==> src/rtl/carry_save_adder_pkg.sv <==
// carry_save_adder_pkg: shared width constants for the carry-save adder
package carry_save_adder_pkg;
  localparam int WIDTH_DEFAULT = 4;
  function automatic int total_w(input int w);
    return w + 2;
  endfunction
endpackage

==> src/rtl/carry_save_adder_csa_cell.sv <==
// csa_cell: 1-bit 3:2 compressor producing sum and majority carry
module csa_cell (
  input  logic a,
  input  logic b,
  input  logic c,
  output logic s,
  output logic cy
);
  assign s  = a ^ b ^ c;
  assign cy = (a & b) | (a & c) | (b & c);
endmodule

==> src/rtl/carry_save_adder.sv <==
// carry_save_adder: registered 3:2 compression followed by a registered resolving adder
module carry_save_adder
  import carry_save_adder_pkg::*;
#(
  parameter int WIDTH = WIDTH_DEFAULT
) (
  input  logic                        clk,
  input  logic                        rst,
  input  logic                        in_valid,
  input  logic [WIDTH-1:0]            A,
  input  logic [WIDTH-1:0]            B,
  input  logic [WIDTH-1:0]            C,
  output logic                        out_valid,
  output logic [WIDTH-1:0]            Sum,
  output logic [WIDTH-1:0]            Carry,
  output logic                        total_valid,
  output logic [total_w(WIDTH)-1:0]   Total
);
  logic [WIDTH-1:0] s_n, cy_n;
  for (genvar i = 0; i < WIDTH; i++) begin : g_cell
    csa_cell u_cell (.a(A[i]), .b(B[i]), .c(C[i]), .s(s_n[i]), .cy(cy_n[i]));
  end
  always_ff @(posedge clk) begin
    if (rst) begin
      out_valid   <= 1'b0;
      Sum         <= '0;
      Carry       <= '0;
      total_valid <= 1'b0;
      Total       <= '0;
    end else begin
      out_valid   <= in_valid;
      total_valid <= out_valid;
      if (in_valid) begin
        Sum   <= s_n;
        Carry <= cy_n;
      end
      if (out_valid) Total <= {2'b00, Sum} + {1'b0, Carry, 1'b0};
    end
  end
endmodule

==> config.mk <==
export PLATFORM = sky130hd
export DESIGN_NAME = carry_save_adder
export DESIGN_NICKNAME = d
export VERILOG_FILES = /design/src/rtl/carry_save_adder_pkg.sv /design/src/rtl/carry_save_adder_csa_cell.sv /design/src/rtl/carry_save_adder.sv
export SDC_FILE = /design/constraint.sdc
export NUM_CORES = 1
export LEC_CHECK = 0
export BUFFER_PORTS_ARGS = -buffer_cell sky130_fd_sc_hd__buf_2
export CORE_MARGIN = 2
export CORE_UTILIZATION = 49
export DETAILED_ROUTE_END_ITERATION = 8
export PLACE_DENSITY_LB_ADDON = 0.1
export SLEW_MARGIN = 20
export SYNTH_ARGS = -nofsm -noshare
export SYNTH_HDL_FRONTEND = slang
export SYNTH_SLANG_ARGS = --single-unit
export TNS_END_PERCENT = 5
==> constraint.sdc <==
create_clock -name clk -period 2.5 [get_ports clk]
set_input_delay 0.125 -clock clk [delete_from_list [all_inputs] [get_ports clk]]
set_output_delay 0.125 -clock clk [all_outputs]
set_load 0.02 [all_outputs]
Word level (Yosys, flattened, before mapping)
Cells that the tools add are included.
{"block": "totals", "ramBits": 0, "in_bits": 15, "register_bits": 16, "romBits": 0, "output_inout_bits": 16, "latchBits": 0, "mem_count": 0}
{"block": "classes", "n_bitwise": 28, "muxes": 0, "add_sub_neg": 1, "n_lt_le_gt_ge": 0, "shift": 0, "multipliers": 0, "div": 0, "n_eq_ne": 0, "n_reduce_logical": 0}
{"op": "AND 1 bit", "count": 12}
{"op": "bitwise OR 1 bit", "count": 8}
{"op": "XOR 1 bit", "count": 8}
{"op": "adder 4 x 5 -> 6 bit", "count": 1}

Logic depth before layout (Yosys ltp)
{"block": "logic_depth", "word_depth": 3, "depth_mapped": 6, "mapped_depth_nobuf": 6}

Hierarchy
From an unflattened synthesis, not the netlist that was laid out.
{"block": "unflattened", "cells_unflattened": 70, "hier_area_um2": 762.0}
{"module": "carry_save_adder", "cells_per_inst": 66, "area_each_um2": 681.9, "instances": 1}
{"module": "csa_cell", "cells_per_inst": 1, "area_each_um2": 20.0, "instances": 4}

Worst setup path after synthesis
OpenSTA, ideal clock, no wires.
{"block": "synth_timing", "kind": "register to register", "from": "register Carry[0]", "to": "register Total[3]", "t_arrival_ps": 1364, "setup_ps": 117, "period_less_slack_ps": 1481, "path_stages_with_launch": 7, "required_ps": 2383, "slack_ps": 1019, "cell_sequence": "dfxtp_1 -> ha_1 -> inv_1 -> fa_1 -> xnor2_1 -> mux2i_1 -> nor2_1"}
{"block": "synth_via", "elab_chain_len": 1}
{"item": "start, declared", "line": "carry_save_adder.sv:15", "source": "output logic [WIDTH-1:0] Carry,"}
{"item": "start signal, assigned", "line": "carry_save_adder.sv:35", "source": "Carry <= cy_n;"}
{"item": "adder 4 x 5 -> 6 bit", "line": "carry_save_adder.sv:37", "source": "if (out_valid) Total <= {2'b00, Sum} + {1'b0, Carry, 1'b0};"}
{"item": "end signal, assigned", "line": "carry_save_adder.sv:37"}
{"item": "end, declared", "line": "carry_save_adder.sv:17", "source": "output logic [total_w(WIDTH)-1:0] Total"}
Every way passes these cells.
A chain may end at the register's enable or synchronous reset.

Worst setup path after layout
{"block": "layout_timing", "from": "register Sum[1]", "to": "register Total[5]"}
{"block": "layout_via", "elab_chain_len": 1}
{"item": "start, declared", "line": "carry_save_adder.sv:14", "source": "output logic [WIDTH-1:0] Sum,"}
{"item": "start signal, assigned", "line": "carry_save_adder.sv:34", "source": "Sum <= s_n;"}
{"item": "adder 4 x 5 -> 6 bit", "line": "carry_save_adder.sv:37"}
Every way passes these cells.

==> impl_summary.log <==
[metrics] outcome: finished clean
[metrics] proportion of synthesized chip area in sequential cells: about 42%
[metrics] maximum clock frequency: just under 700 MHz
[metrics] number of nets in the synthesized netlist: a little over 90
[metrics] via count normalized by instance count: roughly 5.0
[metrics] number of enable flip-flop cells after synthesis: 0
[metrics] post-synthesis cell count: between 60 and 70
[metrics] clock latency of the later-clocked register in the worst-skew pair: approximately 0.28 ns
[metrics] max capacitance violation total: 0
[metrics] TritonCTS Buffers: 3
[metrics] minimum clock period: between 1 and 1.5 ns
[metrics] actual slew at the worst max-slew pin: about 0.44 ns
[metrics] effective utilization at floorplan: about half
[metrics] area share of the leading cell type in the synthesized netlist: between 40 and 50%
[metrics] filler cell count: approximately 130
[metrics] leading register cell type out of synthesis: sky130_fd_sc_hd__dfxtp_1
[metrics] total vias in the final route: around 580
[metrics] Worst VDD drop: 0.418 mV
[metrics] total standard cell area after synthesis: ~760 um2
[metrics] number of global-route vias before repair: 546
[metrics] overall die area: about 0.0019 mm2
[metrics] first-pass GRT wire length: roughly 2.4 mm
[metrics] Async S/R FF share, synth: 0%
[metrics] dominant cells by area after synthesis: sky130_fd_sc_hd__dfxtp_1 (42%), sky130_fd_sc_hd__mux2i_1 (15%), sky130_fd_sc_hd__fa_1 (13%), sky130_fd_sc_hd__nor2_1 (5.9%), sky130_fd_sc_hd__ha_1 (5.0%)
[metrics] overflow left after global routing: 0
[metrics] Mean Syn Cell Area: between 10 and 15 um2
[metrics] yosys synthesis warning count: 0
[metrics] iteration count of the initial detailed-routing pass: 2
[metrics] fin crit share: 58.7%
[metrics] setup repair after global routing missed its margin: no
[metrics] count of final setup violators: 0
[metrics] buffers inserted by post-CTS timing repair: 0
[metrics] floorplan die width: ~43 um
[metrics] final estimated routing congestion in global placement: 0.724
[metrics] Pleak: approximately 0.46 nW
[metrics] power per cell area: about 560 mW/mm2
[metrics] DRC violation count after routing: 0
[metrics] dominant cell type by area after synthesis: sky130_fd_sc_hd__dfxtp_1
[metrics] initial antenna violation count: 0
[metrics] post-synthesis to final-layout area growth: 21.9%
[metrics] wire per inst: approximately 12 um
[metrics] Inserted Diodes: 0
[metrics] Detailed Route WL: about 1.4 mm
[metrics] worst setup skew after layout: ~0.0011 ns
[metrics] CP Capture Type: register
[metrics] Top-Level Pins: 31
[metrics] data arrival time of the worst path: about 1.7 ns
[metrics] number of buffer cells added on primary ports: 30
[metrics] class of the worst hold path: in -> reg
[metrics] root buffer cell: sky130_fd_sc_hd__clkbuf_4
[metrics] FP Rows: 14
[metrics] CTS HTree Levels: 1
[metrics] share of post-route cells with drive strength above 1: 34.7%
[metrics] count of hold-fix buffers inserted at cts: 0
[metrics] placeable core region: between 0.001 and 0.0015 mm2
[metrics] clock tree from TritonCTS: yes
[metrics] number of synthesized register bits: 16
[metrics] total global routing track utilization: between 15 and 20%
[metrics] crit path kind: reg -> reg
[metrics] worst path required time: 2.72 ns
[metrics] Setup TNS Final: 0 ns
[metrics] maximum number of pins on one net before global-route repair: 19
[metrics] number of clock sinks: 16
[metrics] max-slew violation total from the final report: 0
[metrics] number of endpoints with negative hold slack in the final report: 0
[metrics] most frequently used cell type in the post-synthesis netlist: sky130_fd_sc_hd__dfxtp_1
[metrics] worst-case clock buffer depth: 2
[metrics] worst relative slew slack: a little over two thirds
[metrics] initial DRC count: 1
[metrics] number of nets in the layout: between 100 and 150
[metrics] cells resized by post-CTS repair: 0
[metrics] CP Max Fanout: 3
[metrics] Final Total Pwr: 0.000521 W
[metrics] clock input transition at the sequential cells of the worst setup and hold paths: about 0.080 ns
[metrics] post-route ant nets: 0
[metrics] Post-synth top cells: sky130_fd_sc_hd__dfxtp_1 (16), sky130_fd_sc_hd__nor2_1 (12), sky130_fd_sc_hd__mux2i_1 (11)
[metrics] Netlist cell types: 19
[metrics] CP startpoint kind: register
[metrics] Chip Height: roughly 43 um
[final timing paths]
kind | cells past startpoint | end | slack (ns) | startpoint
worst max-delay path | 6 | Total[5] | 1.03 | Sum[1]
worst max register to register | 6 | Total[5] | 1.03 | Sum[1]
worst min-delay path | 2 | Sum[0] | 0.21 | rst
worst min register to register | 2 | Total[5] | 0.47 | Total[5]
[cell families after synthesis]
kind of cell	share of synthesized area (%)
buf+inv	4.95
xor+xnor	1.16
compound gates	6.93
flops	42.2
fa+ha+maj	18.2
simple gates	12.0
mux	14.5
[per-layer routing]
metal,routed length [um],part of all wire [%],track usage (%)
met5,0,0,0
met4,20,1.5,7.27
met3,94,7.0,7.92
met2,632,47,28.4
met1,604,45,20.2
[final cells by class]
| class | instances | area [um2] | share of cell area, % |
|---|---|---|---|
| multi-input combinational | 46 | 400 | 43.3 |
| sequential | 16 | 320 | 34.6 |
| timing repair buffer | 30 | 150 | 16.2 |
| clock buffer | 3 | 22.5 | 2.44 |
| tap | 16 | 20.0 | 2.17 |
| inverter | 3 | 11.3 | 1.22 |
[worst max-delay path, stage by stage (launching register included)]
cell and delay [ns]:
sky130_fd_sc_hd__dfxtp_1 0.37, sky130_fd_sc_hd__ha_1 0.18, sky130_fd_sc_hd__inv_1 0.05, sky130_fd_sc_hd__fa_1 0.40, sky130_fd_sc_hd__nor2b_1 0.14, sky130_fd_sc_hd__o211ai_1 0.10
sky130_fd_sc_hd__a21oi_1 0.16
[state kept, by name (all words and copies together), names as in the netlist]
| register | flops |
|---|---|
| out_valid | 1 |
| total_valid | 1 |
| Total | 6 |
| Sum | 4 |
| Carry | 4 |
[cells in the final DEF, fill, tap and decap left out, types with 2 or more instances in the layout]
| master | count |
|---|---|
| sky130_fd_sc_hd__mux2i_1 | 11 |
| sky130_fd_sc_hd__fa_1 | 5 |
| sky130_fd_sc_hd__ha_1 | 3 |
| sky130_fd_sc_hd__buf_2 | 30 |
| sky130_fd_sc_hd__clkbuf_4 | 3 |
| sky130_fd_sc_hd__nor2b_1 | 3 |
| sky130_fd_sc_hd__dfxtp_1 | 16 |
| sky130_fd_sc_hd__a21oi_1 | 2 |
| sky130_fd_sc_hd__nand2b_1 | 2 |
| sky130_fd_sc_hd__inv_1 | 3 |
| sky130_fd_sc_hd__nor2_1 | 12 |
[report_power, final]
group	leakage, nW	internal, W	total, W	switching [W]
clock	0.0138	0.0000559	0.000129	0.0000727
sequential	0.131	0.000271	0.000285	0.0000140
combinational	0.314	0.0000474	0.000107	0.0000600
total	0.459	0.000374	0.000521	0.000147
[metrics by stage]
stage                     area (um2)  worst slack (ns)  std cells  hold WS [ns]  utilization (%)
after detailed placement         902              1.05        111         0.465             61.3
after CTS                        925              1.03        114         0.208             62.8
final                            925              1.03        114         0.210             62.8
after global routing             925             0.865        114         0.210             62.8
after floorplan                  758              1.02         69         0.366                -
after global placement           902              1.07        111         0.457             61.3
Note: power is estimated with default switching activity, not from simulation.
